## src/rtl/mux_pkg.sv

```systemverilog
// Shared definitions for the scanning N:1 multiplexer.
//   MODE_MANUAL / MODE_AUTO : encodings of the `mode` input.
//   clog2_min1()            : ceil(log2(n)), but never less than 1, so that
//                             register widths stay legal for tiny parameters.
package mux_pkg;

  localparam logic MODE_MANUAL = 1'b0;
  localparam logic MODE_AUTO   = 1'b1;

  function automatic int clog2_min1(input int n);
    return (n < 2) ? 1 : $clog2(n);
  endfunction

endpackage

```

## src/rtl/mux_scan_nto1_dwell_timer.sv

```systemverilog
// Dwell timer for the auto-scan mode: counts 0..DWELL-1 while enabled and
// flags the last cycle of each dwell period.
// Ports:
//   clk     : system clock, rising edge
//   reset_n : synchronous reset, active-low
//   en      : count enable (auto mode and not held)
//   clr     : clear the count (manual mode); wins over en
//   tick    : high when count = DWELL-1 and en = 1 (one per dwell period)
module dwell_timer
  import mux_pkg::*;
#(
  parameter int DWELL = 50_000_000
) (
  input  logic clk,
  input  logic reset_n,
  input  logic en,
  input  logic clr,
  output logic tick
);

  localparam int CW = clog2_min1(DWELL);
  localparam logic [CW-1:0] LAST = CW'(DWELL - 1);

  logic [CW-1:0] count;

  // The wrap happens by compare, so the counter can never overflow.
  assign tick = en && (count == LAST);

  always_ff @(posedge clk) begin
    if (!reset_n) begin
      count <= '0;
    end else if (clr || tick) begin
      count <= '0;
    end else if (en) begin
      count <= count + 1'b1;
    end
  end

endmodule

```

## src/rtl/mux_scan_nto1.sv

```systemverilog
// Registered N-channel, W-bit multiplexer with manual or auto-scan selection.
// Ports:
//   clk       : system clock, rising edge
//   reset_n   : synchronous reset, active-low (clears all outputs)
//   data_in   : NCH packed channels, channel k at [k*W +: W]
//   sel       : manual channel select (values >= NCH are ignored)
//   mode      : 0 = manual, 1 = auto-scan
//   hold      : auto mode only, freezes the channel and the dwell count
//   dout      : registered data of the current channel
//   ch_out    : current channel (registered)
//   ch_change : one-cycle pulse in the cycle ch_out takes a new value
module mux_scan_nto1
  import mux_pkg::*;
#(
  parameter int NCH   = 4,
  parameter int W     = 1,
  parameter int DWELL = 50_000_000,
  localparam int SELW = clog2_min1(NCH)
) (
  input  logic             clk,
  input  logic             reset_n,
  input  logic [NCH*W-1:0] data_in,
  input  logic [SELW-1:0]  sel,
  input  logic             mode,
  input  logic             hold,
  output logic [W-1:0]     dout,
  output logic [SELW-1:0]  ch_out,
  output logic             ch_change
);

  localparam logic [SELW-1:0] LAST_CH = SELW'(NCH - 1);

  logic            tick;
  logic            sel_ok;
  logic [SELW-1:0] cur_ch;
  logic [SELW-1:0] next_ch;

  dwell_timer #(
    .DWELL(DWELL)
  ) u_timer (
    .clk    (clk),
    .reset_n(reset_n),
    .en     (mode && !hold),
    .clr    (mode == MODE_MANUAL),
    .tick   (tick)
  );

  // Only matters for non-power-of-two NCH, where sel can name a missing channel.
  assign sel_ok = (int'(sel) < NCH);

  always_comb begin
    next_ch = cur_ch;
    if (mode == MODE_MANUAL) begin
      if (sel_ok) begin
        next_ch = sel;
      end
    end else if (tick) begin
      next_ch = (cur_ch == LAST_CH) ? '0 : cur_ch + 1'b1;
    end
  end

  // Stage 1: channel register. Stage 2: data register driven from the
  // registered channel, hence sel -> dout takes two cycles.
  always_ff @(posedge clk) begin
    if (!reset_n) begin
      cur_ch    <= '0;
      ch_change <= 1'b0;
      dout      <= '0;
    end else begin
      cur_ch    <= next_ch;
      ch_change <= (next_ch != cur_ch);
      dout      <= data_in[int'(cur_ch) * W +: W];
    end
  end

  assign ch_out = cur_ch;

endmodule

```

## config.mk

```make
export PLATFORM = sky130hd
export DESIGN_NAME = mux_scan_nto1
export DESIGN_NICKNAME = d
export VERILOG_FILES = /design/src/rtl/mux_pkg.sv /design/src/rtl/mux_scan_nto1_dwell_timer.sv /design/src/rtl/mux_scan_nto1.sv
export SDC_FILE = /design/constraint.sdc
export NUM_CORES = 1
export LEC_CHECK = 0
export BUFFER_PORTS_ARGS = -buffer_cell sky130_fd_sc_hd__buf_4
export CAP_MARGIN = 20
export CELL_PAD_IN_SITES_DETAIL_PLACEMENT = 0
export CELL_PAD_IN_SITES_GLOBAL_PLACEMENT = 1
export CORE_UTILIZATION = 44
export DETAILED_ROUTE_END_ITERATION = 10
export PLACE_DENSITY_LB_ADDON = 0.1
export SLEW_MARGIN = 40
export SYNTH_ARGS = -nofsm -noshare
export SYNTH_HDL_FRONTEND = slang
export SYNTH_SLANG_ARGS = --single-unit
```

## constraint.sdc

```tcl
create_clock -name clk -period 2.58 [get_ports clk]
set_input_delay 0.516 -clock clk [delete_from_list [all_inputs] [get_ports clk]]
set_output_delay 0.516 -clock clk [all_outputs]
set_load 0.02 [all_outputs]
```

==> results.txt, run 1 <==
----------------------------------------------------
[Synthesis]
  Number of distinct library cell variants in the gate-level netlist after synthesis ... 47
  Sequential cell area fraction in the yosys report ... 37.2%
  Synthesized area per cell ... between 8 and 9 um^2
  Dominant register cell in the synthesized netlist ... dfxtp_1
  Number of instances in the synthesized netlist ... 181
  Synthesized cell area ... approximately 1600 um^2
  Number of enable-type register cells in the synthesized netlist ... 0
  Ys Warns ... 0
  Synth async-reset ratio ... 0%
  Syn Nets ... about 190
  Flops & latches, synth ... 30

[Setup path]
  Combined buffer and inverter count along the critical path ... 0
  Highest cell delay on the worst timing path ... 630 ps
  Crit path kind ... reg2reg
  Reg2reg end ... u_timer.count[24]
  Critical path, cell by cell ... nand4_4 > or4_4 > or4_1 > a21oi_1
  Reg2reg path depth ... 4
  Reg2reg setup slack ... 600 ps
  Cell type of the slowest stage on the worst timing path ... or4_4
  Worst Path Max Fanout ... 14
  Required time of the critical path ... 2840 ps
  Critical path arrival ... 2230 ps
  Critical path startpoint category ... register
  Critical Path End Type ... register
  Worst reg2reg startpoint ... u_timer.count[13]
  Critical path's top delay family ... simple AND/OR/NAND/NOR gates

[Power and ir drop]
  VDD IR-drop max ... 0.000263 V
  Cell leakage power ... approximately 0.59 nW
  Pwr Density ... about 480 nW/um^2

[Floorplanning]
  Die Span X ... 62.6 um
  Starting utilization of the core area ... 47.3%
  Cell Rows ... 21
  Io pins ... 14
  Height of the die ... 62.6 um
  Floorplan Core Area ... 3420 um^2
  Full die area ... between 3000 and 4000 um^2

[Final layout]
  Final std cell area, no fill ... 1820 um^2
  Number of filler instances in the final layout ... 330
  Antenna cell count ... 0
  Area taken by flip-flops and latches ... ~600 um^2
  Post-layout nets ... ~210
  Syn-to-layout area delta ... 12.6%
  Commonest non-fill, non-tap cell in the layout ... dfxtp_1
  Commonest cells after routing, fill and taps aside ... 30 x dfxtp_1, 15 x buf_4, 14 x nor2_1
  Area of the multi-input gates ... between 900 and 1000 um^2
  Share of cells above drive strength 1 ... 17.9%

[Timing]
  Min cycle time layout ... 1980 ps
  Post-route clock period utilization ... 76.7%
  Largest clock skew in the final design ... 3.90 ps
  Worst slew slack as a fraction of its limit ... 72.6%
  Count of endpoints failing hold in the final timing report ... 0
  Actual slew at the worst max-slew pin ... 406 ps
  Final setup violation count ... 0
  Setup repair after global routing missed its margin ... false
  Setup total negative slack ... 0 ps
  Tightest hold margin ... around 440 ps
  Peak clock frequency supported by timing ... 0.506 GHz
  Final slew viol count ... 0

[Global routing]
  GRT Resource Usage Total ... 19.2%
  Maximum number of pins on one net before global-route repair ... 17
  Vias in the first global route ... 1325
  Overflow left after global routing ... 0
  Initial antenna violation count ... 0
  Wire length of the first global-routing pass ... 5.96 mm

[Outcome]
  Status ... complete, no violations

[Job]
  Max Cap Viol ... 0

[Worst hold path]
  Class of the tightest hold or removal check ... in2reg
  Worst hold path startpoint ... reset_n
  Terminating pin of the worst hold path ... dout
  Cell depth of the worst min-delay path ... 2

[Drt]
  Number of vias after detailed routing ... 1411
  Number of remaining DRC errors ... 0
  Iteration count of the initial detailed-routing pass ... 4
  Detail Route Antenna Nets ... 0
  Starting DRT DRC Count ... between 100 and 150
  Total wirelength of the detailed-routed design ... 3.49 mm
  Mean routed wirelength per cell ... ~14 um
  Vias per cell ... 5.83

[Clocking]
  Max clock buf depth ... 2
  CTS tree ... done
  Total number of clock tree sinks ... 30
  TritonCTS buffer count ... 5
  CTS Root Cell ... clkbuf_4
  Number of gates given a new drive strength after cts ... 0
  Setup bufs post-CTS ... 0
  Clock input transition at the sequential cells of the worst setup and hold paths ... approximately 90 ps
  Maximum level of the CTS H-tree ... 2
  CTS Hold Buffers Added ... 0
  Insertion delay of the later-clocked pin in the worst-skew pair ... 320 ps

[Placed design]
  Count of input and output buffers ... 13
  RD Place Congestion ... 0.855
  Post-detailed-placement half-perimeter wirelength ... 2.56 mm
  Placement Cell Area ... 1740 um^2

----------------------------------------------------
[cell type report]
cell class | instances | share of cell area (%)
multi-input cells | 139 | 52.4
inverters | 4 | 0.826
clock buffers | 8 | 4.34
well taps | 46 | 3.17
flip-flops and latches | 30 | 33.0
repair buffers | 15 | 6.19
[kinds of logic after synthesis]
group | count (synthesis) | synth area share, %
AOI/OAI and AO/OA | 37 | 15.7
xor gates and xnor gates | 12 | 6.51
adders and majority gates | 2 | 1.55
buffers and inverters | 12 | 3.72
DFF | 30 | 37.2
muxes | 3 | 2.64
and+or+nand+nor | 85 | 32.6
[Yosys cell counts (2+ instances only)]
master / n / area, um^2
clkbuf_1: 3 / 11.3
nand4_1: 10 / 62.6
nor2_1: 14 / 52.6
inv_1: 4 / 15.0
o31ai_1: 4 / 30.0
dfxtp_1: 30 / 601
nand2_1: 12 / 45.0
nor4bb_1: 3 / 30.0
or3_2: 2 / 15.0
nor4_1: 2 / 12.5
xor2_1: 5 / 43.8
and2_1: 3 / 18.8
or4_1: 4 / 30.0
nand4b_1: 2 / 17.5
buf_2: 2 / 10.0
o21ai_0: 10 / 50.1
nand3_1: 5 / 25.0
or3_1: 9 / 56.3
and3_1: 2 / 12.5
xnor2_1: 7 / 61.3
nor3_1: 3 / 15.0
ha_1: 2 / 25.0
and4_1: 5 / 43.8
mux2i_1: 2 / 20.0
a21oi_2: 2 / 17.5
a21oi_1: 13 / 65.1
[flip-flops by register name, indices dropped and copies added, names as in the netlist]
signal         flops
ch_out             2
u_timer.count     26
ch_change          1
dout               1
[how the worst max path moves through the flow]
stage                                   end  slack (ps)  depth (start not counted)               from
final                     u_timer.count[24]         600                          4  u_timer.count[13]
after global routing              ch_out[1]         490                          5   u_timer.count[0]
after CTS                 u_timer.count[24]         610                          4  u_timer.count[13]
after detailed placement  u_timer.count[24]         350                          5               hold
after global placement    u_timer.count[25]         420                          5               hold
after floorplan           u_timer.count[18]         590                          6               mode
[through the flow]
stage | total power [mW] | std cells | utilization [%] | worst slack (ps)
2_1_floorplan | 0.522 | 181 | - | 588
3_3_place_gp | 0.547 | 234 | 50.9 | 416
3_5_place_dp | 0.550 | 234 | 50.9 | 351
4_1_cts | 0.890 | 242 | 53.2 | 612
5_1_grt | 0.928 | 242 | 53.2 | 487
6_report | 0.880 | 242 | 53.2 | 602
[where the power goes]
group / switching (mW) / internal, mW
Sequential: 0.00611 / 0.468
Clock: 0.155 / 0.186
Combinational: 0.0309 / 0.0338
Total: 0.192 / 0.688
[layer usage]
layer	global-route usage, %	share of wire, %
met4	8.43	2.1
met3	6.02	3.7
met1	25.0	49
met5	0	0
met2	28.9	45
No activity file was read; power rests on OpenSTA's default activity.
==> inputs of run 2 (changes only) <==
--- a/config.mk
+++ b/config.mk
@@ -5,11 +5,12 @@
 export SDC_FILE = /design/constraint.sdc
 export NUM_CORES = 1
 export LEC_CHECK = 0
+export ABC_AREA = 1
 export BUFFER_PORTS_ARGS = -buffer_cell sky130_fd_sc_hd__buf_4
 export CAP_MARGIN = 20
 export CELL_PAD_IN_SITES_DETAIL_PLACEMENT = 0
 export CELL_PAD_IN_SITES_GLOBAL_PLACEMENT = 1
-export CORE_UTILIZATION = 44
+export CORE_UTILIZATION = 38
 export DETAILED_ROUTE_END_ITERATION = 10
 export PLACE_DENSITY_LB_ADDON = 0.1
 export SLEW_MARGIN = 40
==> constraint.sdc (replaced) <==
create_clock -name clk -period 1.6 [get_ports clk]
set_input_delay 0.32 -clock clk [delete_from_list [all_inputs] [get_ports clk]]
set_output_delay 0.32 -clock clk [all_outputs]
set_load 0.02 [all_outputs]
==> results.txt, run 2 <==
----------------------------------------------------
[Clocking]
  CTS Root Cell ... clkbuf_8
  Insertion delay of the later-clocked pin in the worst-skew pair ... ~280 ps
  Max clock buf depth ... 2
  Maximum level of the CTS H-tree ... 2
  CTS Hold Buffers Added ... 0
  Total number of clock tree sinks ... 30
  Clock input transition at the sequential cells of the worst setup and hold paths ... 60 ps
  TritonCTS buffer count ... 5
  CTS tree ... done

[Setup path]
  Reg2reg setup slack ... roughly 89 ps
  Reg2reg end ... u_timer.count[24]
  Required time of the critical path ... between 1500 and 2000 ps
  Cell type of the slowest stage on the worst timing path ... dfxtp_4
  Worst Path Max Fanout ... 4
  Combined buffer and inverter count along the critical path ... 1
  Critical path's top delay family ... simple AND/OR/NAND/NOR gates
  Launch point of the worst path ... u_timer.count[0]
  Critical Path End Type ... register
  Critical path arrival ... 1690 ps
  CP Depth ... 10
  CP endpoint ... u_timer.count[24]
  Worst reg2reg startpoint ... u_timer.count[0]
  Reg2reg path depth ... 10
  Crit path kind ... reg2reg
  Highest cell delay on the worst timing path ... between 300 and 400 ps
  Critical path, cell by cell ... ha_4 > nand3_4 > inv_4 > nand4_4 > nor2_4 > nand2_2 > nor2_4 > nand2_2 > nor2_1 > nor2_1
  Critical path startpoint category ... register

[Job]
  Max Cap Viol ... 0

[Outcome]
  Status ... complete, no violations

[Global routing]
  Overflow left after global routing ... 0
  Vias in the first global route ... 1401
  Wire length of the first global-routing pass ... 6.09 mm
  Met3 GRT Util ... 4.00%
  Global-route track usage on met1 ... 22.3%
  Most used routing layer ... met2
  Initial antenna violation count ... 0
  Met2 track demand over resource ... between 20 and 30%
  Maximum number of pins on one net before global-route repair ... 13
  GRT Resource Usage Total ... a little under a fifth

[Final layout]
  Number of filler instances in the final layout ... roughly 410
  Antenna cell count ... 0
  Register bank with the most flops ... u_timer.count
  Syn-to-layout area delta ... 31.0%
  Post-layout nets ... 291
  Commonest non-fill, non-tap cell in the layout ... nand2_1
  Commonest cells after routing, fill and taps aside ... 52 x nand2_1, 43 x nor2_1, 36 x buf_4
  Max reg flops ... 26
  Share of cells above drive strength 1 ... 28.8%

[Timing]
  Actual slew at the worst max-slew pin ... 355 ps
  Post-route clock period utilization ... 94.4%
  Final setup violation count ... 0
  Setup repair after global routing missed its margin ... true
  Worst slew slack as a fraction of its limit ... 76.1%
  Tightest hold margin ... around 330 ps
  Final slew viol count ... 0
  Largest clock skew in the final design ... 5.37 ps
  Min cycle time layout ... 1510 ps
  Count of endpoints failing hold in the final timing report ... 0
  Post-route worst setup slack ... ~90 ps
  Peak clock frequency supported by timing ... about 0.66 GHz

[Synthesis]
  Cell type contributing the most total cell area after synthesis ... dfxtp_1
  Number of instances in the synthesized netlist ... 237
  Library cell with the highest instance count after synthesis ... nand2_1
  Share of the synthesized area in the top cell type ... 36.1%
  Syn Nets ... roughly 250
  Flops & latches, synth ... 30
  Synth top cells by count ... 55 x nand2_1, 45 x nor2_1, 30 x dfxtp_1, 27 x inv_1, 15 x nand3_1
  Synth area leaders ... dfxtp_1 36%, nand2_1 12%, nor2_1 10%
  Synth async-reset ratio ... 0%
  Sequential cell area fraction in the yosys report ... between 30 and 40%
  Synthesized area per cell ... 7.02 um^2
  Number of enable-type register cells in the synthesized netlist ... 0
  Synthesized cell area ... 1660 um^2
  Ys Warns ... 0
  Number of distinct library cell variants in the gate-level netlist after synthesis ... 30
  Dominant register cell in the synthesized netlist ... dfxtp_1

[Drt]
  Vias per cell ... about 4.5
  Mean routed wirelength per cell ... 10.8 um
  Number of remaining DRC errors ... 0
  Iteration count of the initial detailed-routing pass ... 4
  Total wirelength of the detailed-routed design ... approximately 3.5 mm
  Detail Route Antenna Nets ... 0
  Number of vias after detailed routing ... between 1000 and 1500
  Starting DRT DRC Count ... 57

[Power and ir drop]
  Total power ... about 1.5 mW
  Pwr Density ... 674 nW/um^2
  Cell leakage power ... 0.942 nW
  VDD IR-drop max ... 0.000508 V

[Worst hold path]
  Class of the tightest hold or removal check ... in2reg
  Cell depth of the worst min-delay path ... 3

[Placed design]
  RD Place Congestion ... ~0.77
  DP Worst Slack ... -99.8 ps
  Post-detailed-placement half-perimeter wirelength ... around 2.8 mm
  Count of input and output buffers ... 13

[Floorplanning]
  Floorplan Core Area ... roughly 4000 um^2
  Io pins ... 14
  Full die area ... 4640 um^2
  Height of the die ... 68.2 um
  Die Span X ... 68.2 um
  Cell Rows ... 23
  Starting utilization of the core area ... 40.7%

----------------------------------------------------
[run 2: changes by cell type in the layout (fill, tap and decap cells not counted), moves of 6 or more]
cell     before  now
nor2_1       14   43
nor2_4        0    6
buf_4        15   36
nand4_1      10    3
inv_1         4   26
xor2_1        5   13
or3_1         9    0
nand3_1       5   12
nand2_2       0    7
xnor2_1       7    1
nand2_1      12   52
[run 2: cell families (layout without fill, tap and decap cells)]
logic type	after synthesis	count (layout)	share of synthesized area [%]
DFF	30	30	36.1
adders and majority gates	2	2	1.50
xor gates and xnor gates	14	14	7.37
AOI/OAI and AO/OA	20	20	6.92
and+or+nand+nor	141	141	41.0
buffers and inverters	30	71	7.07
[run 2: worst min path at each step]
stage | slack [ps] | to | from
after floorplan | 440 | u_timer.count[23] | u_timer.count[23]
after global placement | 460 | u_timer.count[23] | u_timer.count[23]
after detailed placement | 470 | u_timer.count[23] | u_timer.count[23]
after CTS | 330 | dout | data_in[3]
after global routing | 340 | dout | data_in[3]
final | 330 | dout | data_in[3]
[run 2: metrics by stage]
stage	setup TNS, ps	utilization, %	std cells	instance area, um^2
after global placement	-27.7	49.0	322	2000
final	0	53.3	328	2180
after CTS	0	51.4	328	2100
after global routing	-93.3	53.3	328	2180
after floorplan	0	-	237	1660
after detailed placement	-354	49.0	322	2000
[run 2: area by class of cell]
type	instances	area, um^2	share of cell area [%]
clock buffer	6	82.6	3.79
inverter	28	108	4.94
multi-input combinational	177	1030	47.2
sequential	30	607	27.9
tap	50	62.6	2.87
timing repair buffer	37	290	13.3
[run 2: what timing repair did]
item                       in CTS  in global routing
setup buffers                   0                  0
gates resized for setup         6                 18
setup endpoints to repair      17                 21
pin swaps                       1                  1
[run 2: power by group]
group	internal, mW	switching (mW)	leakage (nW)
Clock	0.331	0.259	0.0431
Combinational	0.0555	0.0632	0.654
Sequential	0.755	0.00523	0.244
[run 2: layer usage]
layer  vias up  part of all wire (%)
met5         -                     0
met4         0                  0.48
met3         3                   4.1
met2        25                    46
met1       636                    49
li1        828                     -
[run 2: worst reg2reg max path, stage by stage, from the launching register on]
cell	delay, ps
dfxtp_4	360
ha_4	140
nand3_4	90
inv_4	90
nand4_4	110
nor2_4	180
nand2_2	110
nor2_4	130
nand2_2	60
nor2_1	90
nor2_1	50
